==> config.mk <==
export PLATFORM = sky130hd
export DESIGN_NAME = s2_pool_ctrl
export DESIGN_NICKNAME = d
export VERILOG_FILES = /design/src/rtl/s2_pool_ctrl.sv
export SDC_FILE = /design/constraint.sdc
export NUM_CORES = 1
export LEC_CHECK = 0
export CAP_MARGIN = 10
export CORE_AREA = 2 2 160 162
export CTS_BUF_LIST = sky130_fd_sc_hd__clkbuf_4 sky130_fd_sc_hd__clkbuf_8
export DETAILED_ROUTE_END_ITERATION = 6
export DIE_AREA = 0 0 162 164
export PLACE_DENSITY = 0.71
export RECOVER_POWER = 100
export SETUP_SLACK_MARGIN = 0.2
export SYNTH_ARGS = -nofsm -noshare
export SYNTH_HDL_FRONTEND = slang
export SYNTH_SLANG_ARGS = --single-unit
==> constraint.sdc <==
create_clock -name clk -period 5 [get_ports clk]
set_input_delay 1 -clock clk [delete_from_list [all_inputs] [get_ports clk]]
set_output_delay 1 -clock clk [all_outputs]
set_load 0.02 [all_outputs]
==> src/rtl/s2_pool_ctrl.sv <==
// S2 pooling controller: feeds C1 pixel groups to the pooling bank and writes
// pooled results into the S2 buffer. Optional macro S2_PERF_CNT_EN adds frame_cycles.
module s2_pool_ctrl #(
  parameter int FM_W     = 28,
  parameter int OUT_BITS = 16,
  parameter int IN_CH    = 6,
  parameter int ADDR_W   = 8,
  parameter int TMO      = 64
) (
  input  logic                      clk,
  input  logic                      rst_n,
  input  logic                      start,
  input  logic                      abort,
  input  logic                      src_valid,
  output logic                      src_ready,
  input  logic [IN_CH*OUT_BITS-1:0] src_bus,
  output logic                      pool_valid,
  output logic [IN_CH*OUT_BITS-1:0] pool_bus,
  output logic                      bank_clr_n,
  input  logic                      pool_out_valid,
  input  logic [IN_CH*OUT_BITS-1:0] pool_out_bus,
  output logic                      wr_en,
  output logic [ADDR_W-1:0]         wr_addr,
  output logic [IN_CH*OUT_BITS-1:0] wr_data,
  output logic                      busy,
  output logic                      done,
`ifdef S2_PERF_CNT_EN
  output logic [31:0]               frame_cycles,
`endif
  output logic                      err
);

  localparam int BUS_W     = IN_CH * OUT_BITS;
  localparam int IN_TOTAL  = FM_W * FM_W;
  localparam int OUT_TOTAL = (FM_W / 2) * (FM_W / 2);
  localparam int IN_CW     = $clog2(IN_TOTAL + 1);
  localparam int OUT_CW    = $clog2(OUT_TOTAL + 1);
  localparam int TMO_CW    = $clog2(TMO + 1);

  localparam logic [IN_CW-1:0]  IN_FULL  = IN_CW'(IN_TOTAL);
  localparam logic [IN_CW-1:0]  IN_LAST  = IN_CW'(IN_TOTAL - 1);
  localparam logic [OUT_CW-1:0] OUT_FULL = OUT_CW'(OUT_TOTAL);
  localparam logic [OUT_CW-1:0] OUT_LAST = OUT_CW'(OUT_TOTAL - 1);
  localparam logic [TMO_CW-1:0] TMO_LAST = TMO_CW'(TMO - 1);

  typedef enum logic [2:0] {
    S_IDLE,
    S_CLR,
    S_FEED,
    S_DRAIN,
    S_DONE
  } state_t;

  state_t r_state;
  state_t w_next;

  logic [IN_CW-1:0]  r_in_cnt;
  logic [OUT_CW-1:0] r_out_cnt;
  logic [TMO_CW-1:0] r_tmo_cnt;
  logic              r_err;
  logic              r_pool_valid;
  logic [BUS_W-1:0]  r_pool_bus;
  logic              r_wr_en;
  logic [ADDR_W-1:0] r_wr_addr;
  logic [BUS_W-1:0]  r_wr_data;
  logic              r_bank_clr_n;

  logic w_beat;
  logic w_in_full;
  logic w_in_last;
  logic w_out_full;
  logic w_out_acc;
  logic w_out_last;
  logic w_tmo_hit;
  logic w_err_evt;

  // A result is only accepted while a frame is collecting and the buffer is not yet full.
  assign w_beat     = src_ready & src_valid;
  assign w_in_full  = (r_in_cnt == IN_FULL);
  assign w_in_last  = w_beat & (r_in_cnt == IN_LAST);
  assign w_out_full = (r_out_cnt == OUT_FULL);
  assign w_out_acc  = pool_out_valid & ((r_state == S_FEED) | (r_state == S_DRAIN)) & ~w_out_full;
  assign w_out_last = w_out_acc & (r_out_cnt == OUT_LAST);
  assign w_tmo_hit  = (r_state == S_DRAIN) & ~pool_out_valid & (r_tmo_cnt == TMO_LAST);
  assign w_err_evt  = (pool_out_valid & ~w_out_acc) | w_tmo_hit;

  always_ff @(posedge clk) begin
    if (!rst_n) begin
      r_state <= S_IDLE;
    end else begin
      r_state <= w_next;
    end
  end

  always_comb begin
    w_next = r_state;
    if (abort) begin
      w_next = S_IDLE;
    end else begin
      case (r_state)
        S_IDLE:  if (start) w_next = S_CLR;
        S_CLR:   w_next = S_FEED;
        S_FEED: begin
          if (w_out_last) begin
            w_next = S_DONE;
          end else if (w_in_last) begin
            w_next = S_DRAIN;
          end
        end
        S_DRAIN: if (w_out_last || w_tmo_hit) w_next = S_DONE;
        S_DONE:  w_next = S_IDLE;
        default: w_next = S_IDLE;
      endcase
    end
  end

  always_comb begin
    src_ready = (r_state == S_FEED);
    busy      = (r_state != S_IDLE);
    done      = (r_state == S_DONE);
  end

  always_ff @(posedge clk) begin
    if (!rst_n) begin
      r_in_cnt  <= '0;
      r_out_cnt <= '0;
      r_tmo_cnt <= '0;
      r_err     <= 1'b0;
    end else begin
      if (r_state == S_CLR) begin
        r_in_cnt  <= '0;
        r_out_cnt <= '0;
      end else begin
        if (w_beat && !w_in_full) r_in_cnt <= r_in_cnt + 1'b1;
        if (w_out_acc) r_out_cnt <= r_out_cnt + 1'b1;
      end
      if (r_state == S_DRAIN && !pool_out_valid && !w_tmo_hit) begin
        r_tmo_cnt <= r_tmo_cnt + 1'b1;
      end else begin
        r_tmo_cnt <= '0;
      end
      if (w_err_evt) begin
        r_err <= 1'b1;
      end else if (r_state == S_CLR) begin
        r_err <= 1'b0;
      end
    end
  end

  // Write path ignores abort so a result accepted on the abort cycle still lands.
  always_ff @(posedge clk) begin
    if (!rst_n) begin
      r_pool_valid <= 1'b0;
      r_pool_bus   <= '0;
      r_wr_en      <= 1'b0;
      r_wr_addr    <= '0;
      r_wr_data    <= '0;
      r_bank_clr_n <= 1'b0;
    end else begin
      r_pool_valid <= w_beat;
      if (w_beat) r_pool_bus <= src_bus;
      r_wr_en <= w_out_acc;
      if (w_out_acc) begin
        r_wr_addr <= ADDR_W'(r_out_cnt);
        r_wr_data <= pool_out_bus;
      end
      r_bank_clr_n <= (w_next != S_CLR);
    end
  end

  assign pool_valid = r_pool_valid;
  assign pool_bus   = r_pool_bus;
  assign wr_en      = r_wr_en;
  assign wr_addr    = r_wr_addr;
  assign wr_data    = r_wr_data;
  assign bank_clr_n = r_bank_clr_n;
  assign err        = r_err;

`ifdef S2_PERF_CNT_EN
  logic [31:0] r_frame_cycles;

  always_ff @(posedge clk) begin
    if (!rst_n) begin
      r_frame_cycles <= '0;
    end else if (r_state == S_CLR) begin
      r_frame_cycles <= 32'd1;
    end else if (r_state != S_IDLE) begin
      r_frame_cycles <= r_frame_cycles + 32'd1;
    end
  end

  assign frame_cycles = r_frame_cycles;
`else
  // Frame cycle counter not built.
`endif

endmodule

-- After elaboration in Yosys (flattened, before gate mapping)
Index checks and enable logic that the tools add are counted.
- output and inout port bits: 207
- input port bits: 198
- register bits: 232
- word-level logic and storage cells: 58
- eq/ne operators: 10
- bitwise gates (word level): 14
- multiplexer cells: 8
- $add $sub $neg: 3
- reductions and logical operators: 12
- operator list (operator ; count):
    10-bit == test, second input constant ; 2
    8-bit == test, second input constant ; 2
    3-bit two-way mux ; 5
    3-bit one-hot mux with 4 select lines ; 1
    10-bit by 1-bit adder with 10-bit output, second input constant ; 1
    8-bit by 1-bit adder with 8-bit output, second input constant ; 1
    1-bit AND ; 8
    7-bit by 1-bit adder with 7-bit output, second input constant ; 1
    7-bit by 6-bit == test with 1-bit output, second input constant ; 1
    3-bit by 2-bit == test with 1-bit output, second input constant ; 2
    1-bit inverter ; 4
    3-bit by 1-bit == test with 1-bit output, second input constant ; 1
    3-bit == test, second input constant ; 1
    1-bit logical AND ; 3
    1-bit logical NOT ; 3
    3-bit logical NOT ; 1
    3-bit by 1-bit != test with 1-bit output, second input constant ; 1
    3-bit nonzero test ; 1
    1-bit two-way mux ; 2
    1-bit bitwise OR ; 2
    2-bit AND reduction ; 1
    2-bit nonzero test ; 1
    2-bit OR reduction ; 1
    1-bit logical OR ; 1

-- Logic depth before layout (Yosys ltp)
Gate-level depths: netlist of run 1.
- depth after elaboration: 10
- gate-level depth with buffers: 9

-- Worst setup path after synthesis of run 1
OpenSTA, ideal clock, no wires.
- kind: input to register
- start: input pool_out_valid
- end: register r_wr_en, in the netlist wr_en
- stages: 7
- setup time: 115 ps
- arrival: 1982 ps
- slack: 2903 ps
- data required time: 4885 ps
- path buffers: 4
- cells stage by stage: and3b_1 > buf_4 > o21a_1 > buf_2 > buf_4 > buf_4 > and2_1
- word-level cells in the longest chain between the ends: 2
- ends and longest elaborated chain (item ; RTL line ; RTL):
    start: declaration ; 20 ; input logic pool_out_valid,
    1-bit AND (2 in a row) ; 82 ; assign w_out_acc = pool_out_valid & ((r_state == S_FEED) | (r_state == S_DRAIN)) & ~w_out_full;
    end signal: assignment ; 162 ; r_wr_en <= w_out_acc;
    end: declaration ; 63 ; logic r_wr_en;
Every way passes these cells.
A chain may end at the register's enable or synchronous reset.

-- Worst setup path after layout of run 1
- start: input src_valid
- end: register r_pool_bus[43], in the netlist pool_bus[43]
- word-level cells in the longest chain between the ends: 1
- ends and longest elaborated chain (item ; RTL line ; RTL):
    start: declaration ; 14 ; input logic src_valid,
    1-bit AND ; 78 ; assign w_beat = src_ready & src_valid;
    end signal: assignment ; 161 ; if (w_beat) r_pool_bus <= src_bus;
    end: declaration ; 62 ; logic [BUS_W-1:0] r_pool_bus;
Every way passes these cells.

==> results of run 1 <==
[final cells by class]
class                   count  area, um2
fillers                  2268      11000
flip-flops and latches    232       4640
repair buffers            414       4120
multi-input cells         729       3840
clock buffers              63        779
well taps                 330        413
inverters                   9       33.8
clock inverters             6       30.0
[worst min-delay path by stage]
stage	from	end	slack, ns
after global routing	r_tmo_cnt[0]$_SDFF_PN0_	r_tmo_cnt[0]$_SDFF_PN0_	0.46
after global placement	r_tmo_cnt[0]$_SDFF_PN0_	r_tmo_cnt[0]$_SDFF_PN0_	0.43
final	r_tmo_cnt[0]$_SDFF_PN0_	r_tmo_cnt[0]$_SDFF_PN0_	0.44
after floorplan	r_tmo_cnt[0]$_SDFF_PN0_	r_tmo_cnt[0]$_SDFF_PN0_	0.42
after detailed placement	r_tmo_cnt[0]$_SDFF_PN0_	r_tmo_cnt[0]$_SDFF_PN0_	0.44
after CTS	r_tmo_cnt[0]$_SDFF_PN0_	r_tmo_cnt[0]$_SDFF_PN0_	0.45
[kinds of logic after synthesis]
kind of cell,share of synthesized area [%]
AO/OA/AOI/OAI,18.9
adder cells (fa/ha/maj),0.708
buffers and inverters,4.13
flip-flops,52.5
XOR/XNOR,1.39
AND/OR/NAND/NOR,22.4
[sequential cells by signal (all words and copies together) (netlist names)]
signal      count
pool_bus       96
wr_data        96
r_in_cnt       10
r_out_cnt       8
wr_addr         8
r_tmo_cnt       7
r_state         3
bank_clr_n      1
err             1
pool_valid      1
wr_en           1
[metrics by stage]
stage / instance area (um2) / instances / utilization, % / hold WS (ns)
after floorplan: 8840 / 1044 / - / 0.418
after global placement: 13100 / 1714 / 52.7 / 0.430
after detailed placement: 13100 / 1714 / 52.7 / 0.437
after CTS: 13900 / 1783 / 56.0 / 0.450
after global routing: 13900 / 1783 / 55.9 / 0.465
final: 13900 / 1783 / 55.9 / 0.444
[worst max-delay path: cells and delay by family]
kind	cells	cell delay [ns]
buffers and inverters	2	1.40
AO/OA/AOI/OAI	1	0.20
AND/OR/NAND/NOR	2	1.60
[synthesized netlist by cell type, types with 3 or more instances]
| library cell | number |
|---|---|
| sky130_fd_sc_hd__a21boi_0 | 158 |
| sky130_fd_sc_hd__a21boi_1 | 43 |
| sky130_fd_sc_hd__a21oi_1 | 6 |
| sky130_fd_sc_hd__a31oi_1 | 3 |
| sky130_fd_sc_hd__and3_1 | 5 |
| sky130_fd_sc_hd__buf_1 | 5 |
| sky130_fd_sc_hd__buf_2 | 25 |
| sky130_fd_sc_hd__buf_4 | 6 |
| sky130_fd_sc_hd__clkbuf_1 | 38 |
| sky130_fd_sc_hd__dfxtp_1 | 232 |
| sky130_fd_sc_hd__ha_1 | 5 |
| sky130_fd_sc_hd__inv_1 | 9 |
| sky130_fd_sc_hd__nand2_1 | 413 |
| sky130_fd_sc_hd__nand3_1 | 9 |
| sky130_fd_sc_hd__nand4_1 | 7 |
| sky130_fd_sc_hd__nor2_1 | 17 |
| sky130_fd_sc_hd__nor3_1 | 4 |
| sky130_fd_sc_hd__o21ai_0 | 5 |
| sky130_fd_sc_hd__o31ai_1 | 3 |
| sky130_fd_sc_hd__or3_1 | 5 |
| sky130_fd_sc_hd__xnor2_1 | 8 |
| sky130_fd_sc_hd__xor2_1 | 6 |
[power groups by stage]
stage                     Clock, mW  Combinational [mW]  Sequential, mW
after global placement            0               0.295            1.91
after global routing           1.89               0.308            1.87
after floorplan                   0              0.0714            1.93
after CTS                      1.80               0.296            1.87
final                          1.74               0.287            1.87
after detailed placement          0               0.295            1.91
[metal layers]
metal  track usage [%]  routed length (um)  up-vias
li1                  -                   -     4170
met2              33.5               13000      272
met3              6.89                2270       51
met4              6.40                 675        2
met5                 0                  14        -
met1              22.0               10500     3811
==> flow_results.xml, run 1 <==
<?xml version="1.0" encoding="UTF-8"?>
<metrics>
  <group name="yosys">
    <metric name="post_synth.cell_area_avg" unit="um2">8.47</metric>
    <metric name="postSynthCellCount" unit="">1044</metric>
    <metric name="synth-edff-count" unit="">0</metric>
    <metric name="synth_fp_nets" unit="">1247</metric>
    <metric name="postSynth.topFlopCell" unit="">sky130_fd_sc_hd__dfxtp_1</metric>
    <metric name="synth_top_cells_by_area" unit="">sky130_fd_sc_hd__dfxtp_1, sky130_fd_sc_hd__nand2_1, sky130_fd_sc_hd__a21boi_0</metric>
    <metric name="flip_flop_and_latch_count_after_synthesis" unit="">232</metric>
    <metric name="post_synth_instance_area" unit="mm2">0.00884</metric>
    <metric name="yosys_warnings" unit="">0</metric>
    <metric name="synth_top_area_share" unit="%">52.5</metric>
    <metric name="synthDistinctLibCells" unit="">46</metric>
    <metric name="yosysSeqAreaShare" unit="%">52.5</metric>
    <metric name="synth_async_sr_flop_share" unit="%">0</metric>
    <metric name="post-synth-top-area-cell" unit="">sky130_fd_sc_hd__dfxtp_1</metric>
  </group>
  <group name="detailed_routing">
    <metric name="remaining_drc_errors" unit="">0</metric>
    <metric name="route.final.wire_length" unit="mm">26.5</metric>
    <metric name="postRouteAntennaNets" unit="">0</metric>
    <metric name="via_per_inst" unit="">4.66</metric>
    <metric name="drt-pass1-iter-count" unit="">4</metric>
    <metric name="wire_per_inst" unit="um">14.9</metric>
    <metric name="drt_first_iter_violations" unit="">346</metric>
    <metric name="route.vias.total" unit="">8306</metric>
  </group>
  <group name="worst_setup_path">
    <metric name="critPathCaptureType" unit="">flop</metric>
    <metric name="regToRegSetupSlack" unit="ns">1.71</metric>
    <metric name="worst_r2r_endpoint" unit="">pool_bus[43]$_SDFFE_PN0P_</metric>
    <metric name="rr_startpoint" unit="">r_state[1]$_SDFF_PN0_</metric>
    <metric name="crit_path_max_incr_delay" unit="ns">1.48</metric>
    <metric name="timing.critical_path.cells" unit="">dlygate4sd3_1 &gt; and4bb_1 &gt; clkbuf_1 &gt; nand2_1 &gt; a21boi_0</metric>
    <metric name="startpoint_of_the_most_critical_setup_path" unit="">src_valid</metric>
    <metric name="kind_of_critical_path" unit="">in -&gt; reg</metric>
    <metric name="critical_path.startpoint_type" unit="">input pin</metric>
    <metric name="critPathRequiredTime" unit="ns">5.43</metric>
    <metric name="worst_setup_ep" unit="">pool_bus[43]$_SDFFE_PN0P_</metric>
    <metric name="reg2reg_depth" unit="">4</metric>
    <metric name="crit_fanout" unit="">51</metric>
    <metric name="critPathSlowestCell" unit="">sky130_fd_sc_hd__and4bb_1</metric>
    <metric name="crit_arrival" unit="ns">4.22</metric>
  </group>
  <group name="sta">
    <metric name="fin_crit_sh" unit="%">75.7</metric>
    <metric name="timing_worst_slew_pin_value" unit="ns">1.88</metric>
    <metric name="final-hold-violation-count" unit="">0</metric>
    <metric name="setup_viol_count_final" unit="">0</metric>
    <metric name="finalWorstPathRequiredPeriod" unit="ns">3.79</metric>
    <metric name="setup-tns-final" unit="ns">0</metric>
    <metric name="setup_repair_after_global_routing_missed_its_margin" unit="">no</metric>
    <metric name="timing.slew.headroom" unit="%">-25.6</metric>
    <metric name="final_worst_setup_slack" unit="ns">1.21</metric>
    <metric name="skew" unit="ns">0.0135</metric>
    <metric name="fmax" unit="GHz">0.264</metric>
    <metric name="slew_violations" unit="">216</metric>
  </group>
  <group name="global_route">
    <metric name="antenna_violations_before_repair" unit="">2</metric>
    <metric name="grt_pass1_vias" unit="">8000</metric>
    <metric name="grtUsageTotal" unit="%">19.3</metric>
    <metric name="global_route_wire_length_before_repair" unit="mm">41.5</metric>
    <metric name="overflow_after_grt" unit="">0</metric>
    <metric name="largest_net_degree_at_the_start_of_global_routing" unit="">111</metric>
  </group>
  <group name="job">
    <metric name="maxCapViolations" unit="">3</metric>
  </group>
  <group name="power">
    <metric name="power.share.switching" unit="%">22.0</metric>
    <metric name="clock_power_share" unit="%">44.6</metric>
    <metric name="share_comb_of_total_power" unit="%">7.4</metric>
    <metric name="vdd_ir_drop_max" unit="uV">164</metric>
    <metric name="p_leak" unit="nW">5.38</metric>
    <metric name="power_frac_seq" unit="%">48.1</metric>
    <metric name="design_power_total" unit="mW">3.90</metric>
    <metric name="power.density_cell_area" unit="mW/mm2">281</metric>
    <metric name="cell_internal_pwr" unit="mW">3.04</metric>
    <metric name="switchingPower" unit="uW">859</metric>
  </group>
  <group name="cts">
    <metric name="cts.clk_slew.worst_paths" unit="ns">0.06</metric>
    <metric name="cts_tree" unit="">built</metric>
    <metric name="cts-resized-gates" unit="">0</metric>
    <metric name="cts_inserted_buffers" unit="">40</metric>
    <metric name="clock_sinks" unit="">232</metric>
    <metric name="cts_hold_repair.buffers" unit="">0</metric>
    <metric name="worst_skew_pair_later_pin_latency" unit="ns">0.52</metric>
    <metric name="cts_post_setup_buffers_inserted" unit="">0</metric>
    <metric name="cts-htree-levels" unit="">2</metric>
    <metric name="clock_path_buffers" unit="">3</metric>
    <metric name="cts_root_buf" unit="">sky130_fd_sc_hd__clkbuf_8</metric>
  </group>
  <group name="outcome">
    <metric name="violations" unit="">capacitance limit, slew limit</metric>
    <metric name="status" unit="">finished with violations</metric>
  </group>
  <group name="die">
    <metric name="chipHeight" unit="um">164</metric>
    <metric name="fp.coreArea" unit="mm2">0.0248</metric>
    <metric name="fp-row-count" unit="">58</metric>
    <metric name="chipWidth" unit="um">162</metric>
    <metric name="initial_core_utilization" unit="%">35.6</metric>
    <metric name="pin_count" unit="">405</metric>
    <metric name="die_area" unit="mm2">0.0266</metric>
  </group>
  <group name="cells_and_area">
    <metric name="drive_above_1_share" unit="%">5.57</metric>
    <metric name="layout_commonest_cell" unit="">sky130_fd_sc_hd__nand2_1</metric>
    <metric name="layout.cells.most_common_list" unit="">sky130_fd_sc_hd__nand2_1, sky130_fd_sc_hd__dfxtp_1, sky130_fd_sc_hd__dlygate4sd3_1</metric>
    <metric name="design.final.nets" unit="">1629</metric>
    <metric name="antennaDiodeCount" unit="">0</metric>
    <metric name="area_growth" unit="%">56.8</metric>
  </group>
  <group name="place">
    <metric name="dp_slack" unit="ns">1.75</metric>
    <metric name="place_congestion" unit="">0.830</metric>
    <metric name="numPortBuffers" unit="">404</metric>
    <metric name="dpl.hpwl" unit="mm">18.3</metric>
  </group>
  <group name="hold_path">
    <metric name="holdCritPathClass" unit="">reg -&gt; reg</metric>
    <metric name="hold_depth" unit="">1</metric>
  </group>
</metrics>
Power figures use the tool's default switching activity.
==> run 2, diff against run 1 <==
CORE_AREA = 2 2 159 161   (was 2 2 160 162)
DIE_AREA = 0 0 161 163   (was 0 0 162 164)
PLACE_DENSITY = 0.74   (was 0.71)
clock period = 3.1 ns   (was 5 ns; I/O delays follow)
==> flow_results.xml, run 2 (synthesis gave the netlist of run 1 again) <==
<?xml version="1.0" encoding="UTF-8"?>
<metrics>
  <group name="die">
    <metric name="fp-row-count" unit="">58</metric>
    <metric name="chipWidth" unit="um">161</metric>
    <metric name="die_area" unit="mm2">0.0262</metric>
    <metric name="chipHeight" unit="um">163</metric>
    <metric name="initial_core_utilization" unit="%">35.8</metric>
    <metric name="fp.coreArea" unit="mm2">0.0247</metric>
    <metric name="pin_count" unit="">405</metric>
  </group>
  <group name="sta">
    <metric name="setup-tns-final" unit="ns">0</metric>
    <metric name="finalWorstPathRequiredPeriod" unit="ns">2.73</metric>
    <metric name="timing.slew.headroom" unit="%">-20.7</metric>
    <metric name="skew" unit="ns">0.0198</metric>
    <metric name="final-hold-violation-count" unit="">0</metric>
    <metric name="fin_crit_sh" unit="%">88.0</metric>
    <metric name="timing_worst_slew_pin_value" unit="ns">1.81</metric>
    <metric name="slew_violations" unit="">113</metric>
    <metric name="setup_repair_after_global_routing_missed_its_margin" unit="">no</metric>
    <metric name="setup_viol_count_final" unit="">0</metric>
    <metric name="fmax" unit="GHz">0.367</metric>
  </group>
  <group name="cells_and_area">
    <metric name="layout.cells.most_common_list" unit="">sky130_fd_sc_hd__nand2_1, sky130_fd_sc_hd__dfxtp_1, sky130_fd_sc_hd__dlygate4sd3_1</metric>
    <metric name="filler_cell_count" unit="">2219</metric>
    <metric name="finalInstanceArea" unit="mm2">0.0139</metric>
    <metric name="layout_commonest_cell" unit="">sky130_fd_sc_hd__nand2_1</metric>
    <metric name="drive_above_1_share" unit="%">5.31</metric>
    <metric name="antennaDiodeCount" unit="">0</metric>
    <metric name="area_growth" unit="%">57.3</metric>
    <metric name="design.final.nets" unit="">1634</metric>
  </group>
  <group name="worst_setup_path">
    <metric name="crit_arrival" unit="ns">2.11</metric>
    <metric name="critical_path.startpoint_type" unit="">flop</metric>
    <metric name="worst_r2r_endpoint" unit="">wr_data[82]$_SDFFE_PN0P_</metric>
    <metric name="critPathSlowestCell" unit="">sky130_fd_sc_hd__dlygate4sd3_1</metric>
    <metric name="count_of_buffer_and_inverter_cells_on_the_critical_path" unit="">1</metric>
    <metric name="timing.critical_path.mode_cell" unit="">sky130_fd_sc_hd__nor2b_1</metric>
    <metric name="crit_fanout" unit="">10</metric>
    <metric name="critPathRequiredTime" unit="ns">2.48</metric>
    <metric name="startpoint_of_the_most_critical_setup_path" unit="">r_state[1]$_SDFF_PN0_</metric>
    <metric name="path_delay_family" unit="">buffers and inverters</metric>
    <metric name="kind_of_critical_path" unit="">reg -&gt; out</metric>
    <metric name="critPathCaptureType" unit="">output port</metric>
    <metric name="crit_path_max_incr_delay" unit="ns">0.70</metric>
    <metric name="rr_startpoint" unit="">r_out_cnt[0]$_SDFFE_PP0P_</metric>
    <metric name="reg2reg_depth" unit="">7</metric>
    <metric name="timing.critical_path.cells" unit="">nor2b_1 &gt; nor2b_1 &gt; dlygate4sd3_1</metric>
    <metric name="regToRegSetupSlack" unit="ns">0.45</metric>
  </group>
  <group name="cts">
    <metric name="cts-htree-levels" unit="">2</metric>
    <metric name="worst_skew_pair_later_pin_latency" unit="ns">0.53</metric>
    <metric name="cts_inserted_buffers" unit="">42</metric>
    <metric name="cts.clk_slew.worst_paths" unit="ns">0.05</metric>
    <metric name="cts_tree" unit="">built</metric>
    <metric name="clock_path_buffers" unit="">3</metric>
    <metric name="cts_root_buf" unit="">sky130_fd_sc_hd__clkbuf_8</metric>
    <metric name="clock_sinks" unit="">232</metric>
    <metric name="cts_post_setup_buffers_inserted" unit="">0</metric>
  </group>
  <group name="hold_path">
    <metric name="holdCritStartpoint" unit="">wr_data[72]$_SDFFE_PN0P_</metric>
    <metric name="hold_end" unit="">wr_data[72]$_SDFFE_PN0P_</metric>
    <metric name="holdCritPathClass" unit="">reg -&gt; reg</metric>
    <metric name="hold_depth" unit="">2</metric>
  </group>
  <group name="detailed_routing">
    <metric name="drt_first_iter_violations" unit="">386</metric>
    <metric name="drt-pass1-iter-count" unit="">4</metric>
    <metric name="route.vias.total" unit="">8231</metric>
    <metric name="via_per_inst" unit="">4.63</metric>
    <metric name="remaining_drc_errors" unit="">0</metric>
    <metric name="route.final.wire_length" unit="mm">25.6</metric>
    <metric name="wire_per_inst" unit="um">14.4</metric>
    <metric name="postRouteAntennaNets" unit="">0</metric>
  </group>
  <group name="place">
    <metric name="placedInstanceArea" unit="mm2">0.0132</metric>
    <metric name="numPortBuffers" unit="">404</metric>
    <metric name="place_congestion" unit="">0.793</metric>
    <metric name="dpl.hpwl" unit="mm">17.6</metric>
  </group>
  <group name="global_route">
    <metric name="grt_pass1_vias" unit="">8033</metric>
    <metric name="global_route_wire_length_before_repair" unit="mm">40.1</metric>
    <metric name="overflow_after_grt" unit="">0</metric>
    <metric name="grtUsageTotal" unit="%">18.6</metric>
    <metric name="largest_net_degree_at_the_start_of_global_routing" unit="">113</metric>
    <metric name="antenna_violations_before_repair" unit="">1</metric>
  </group>
  <group name="outcome">
    <metric name="violations" unit="">capacitance limit, slew limit</metric>
    <metric name="status" unit="">finished with violations</metric>
  </group>
  <group name="power">
    <metric name="p_leak" unit="nW">5.39</metric>
    <metric name="power.density_cell_area" unit="mW/mm2">452</metric>
    <metric name="vdd_ir_drop_max" unit="uV">381</metric>
  </group>
  <group name="job">
    <metric name="maxCapViolations" unit="">1</metric>
  </group>
</metrics>
==> run 2: cell types whose count changed in the layout (fill, tap and decap cells not counted), moves of 2 or more <==
cell / previous run / this run
sky130_fd_sc_hd__clkbuf_4: 14 / 10
sky130_fd_sc_hd__buf_4: 7 / 5
sky130_fd_sc_hd__buf_12: 1 / 5
sky130_fd_sc_hd__clkinv_2: 6 / 1
==> run 2: how the worst max path moves through the flow <==
| stage | end | slack [ns] | depth (start not counted) |
|---|---|---|---|
| 2_1_floorplan | wr_en$_SDFF_PN0_ | 1.38 | 7 |
| 3_3_place_gp | r_in_cnt[6]$_SDFFE_PP0P_ | 0.60 | 6 |
| 3_5_place_dp | wr_data[9]$_SDFFE_PN0P_ | 0.62 | 6 |
| 4_1_cts | src_ready | 0.24 | 3 |
| 5_1_grt | wr_data[81]$_SDFFE_PN0P_ | 0.20 | 6 |
| 6_report | src_ready | 0.37 | 3 |
==> run 2: power breakdown <==
group	switching, mW	internal (mW)	leakage (nW)
registers	0.0134	3.01	1.87
clock network	1.17	1.63	0.424
logic	0.160	0.306	3.10
==> run 2: per-stage QoR <==
step / setup slack, ns / total power [mW] / std cells / hold slack [ns] / util (%)
after CTS: 0.238 / 6.40 / 1779 / 0.393 / 56.6
after floorplan: 1.38 / 3.23 / 1044 / 0.418 / -
after global routing: 0.204 / 6.54 / 1779 / 0.474 / 56.4
final: 0.373 / 6.29 / 1779 / 0.449 / 56.4
after detailed placement: 0.625 / 3.56 / 1717 / 0.444 / 53.4
after global placement: 0.598 / 3.56 / 1717 / 0.430 / 53.4
==> run 2: cell type report <==
type | instances | area [um2] | area share, %
clock buffers | 60 | 763 | 5.49
clock inverters | 2 | 35.0 | 0.252
inverters | 9 | 33.8 | 0.243
multi-input cells | 729 | 3830 | 27.5
flip-flops and latches | 232 | 4650 | 33.4
well taps | 330 | 413 | 2.97
repair buffers | 417 | 4190 | 30.1
==> run 2: timing repair <==
action	4_1_cts	5_1_grt
hold buffers	0	0
gates resized for setup	0	2
setup endpoints to repair	0	1
==> run 2: tightest hold or removal path, delay by kind of cell (launching register included) <==
family / cells / cell delay (ns)
simple gates: 1 / 0.05
flops: 1 / 0.30
compound gates: 1 / 0.05
==> run 2: per-layer routing <==
| metal | track usage (%) | vias to the layer above | wire (um) |
|---|---|---|---|
| met2 | 31.7 | 252 | 12500 |
| met5 | 0 | - | 12 |
| met1 | 21.5 | 3738 | 10400 |
| met3 | 5.93 | 67 | 1820 |
| li1 | - | 4172 | - |
| met4 | 7.67 | 2 | 846 |
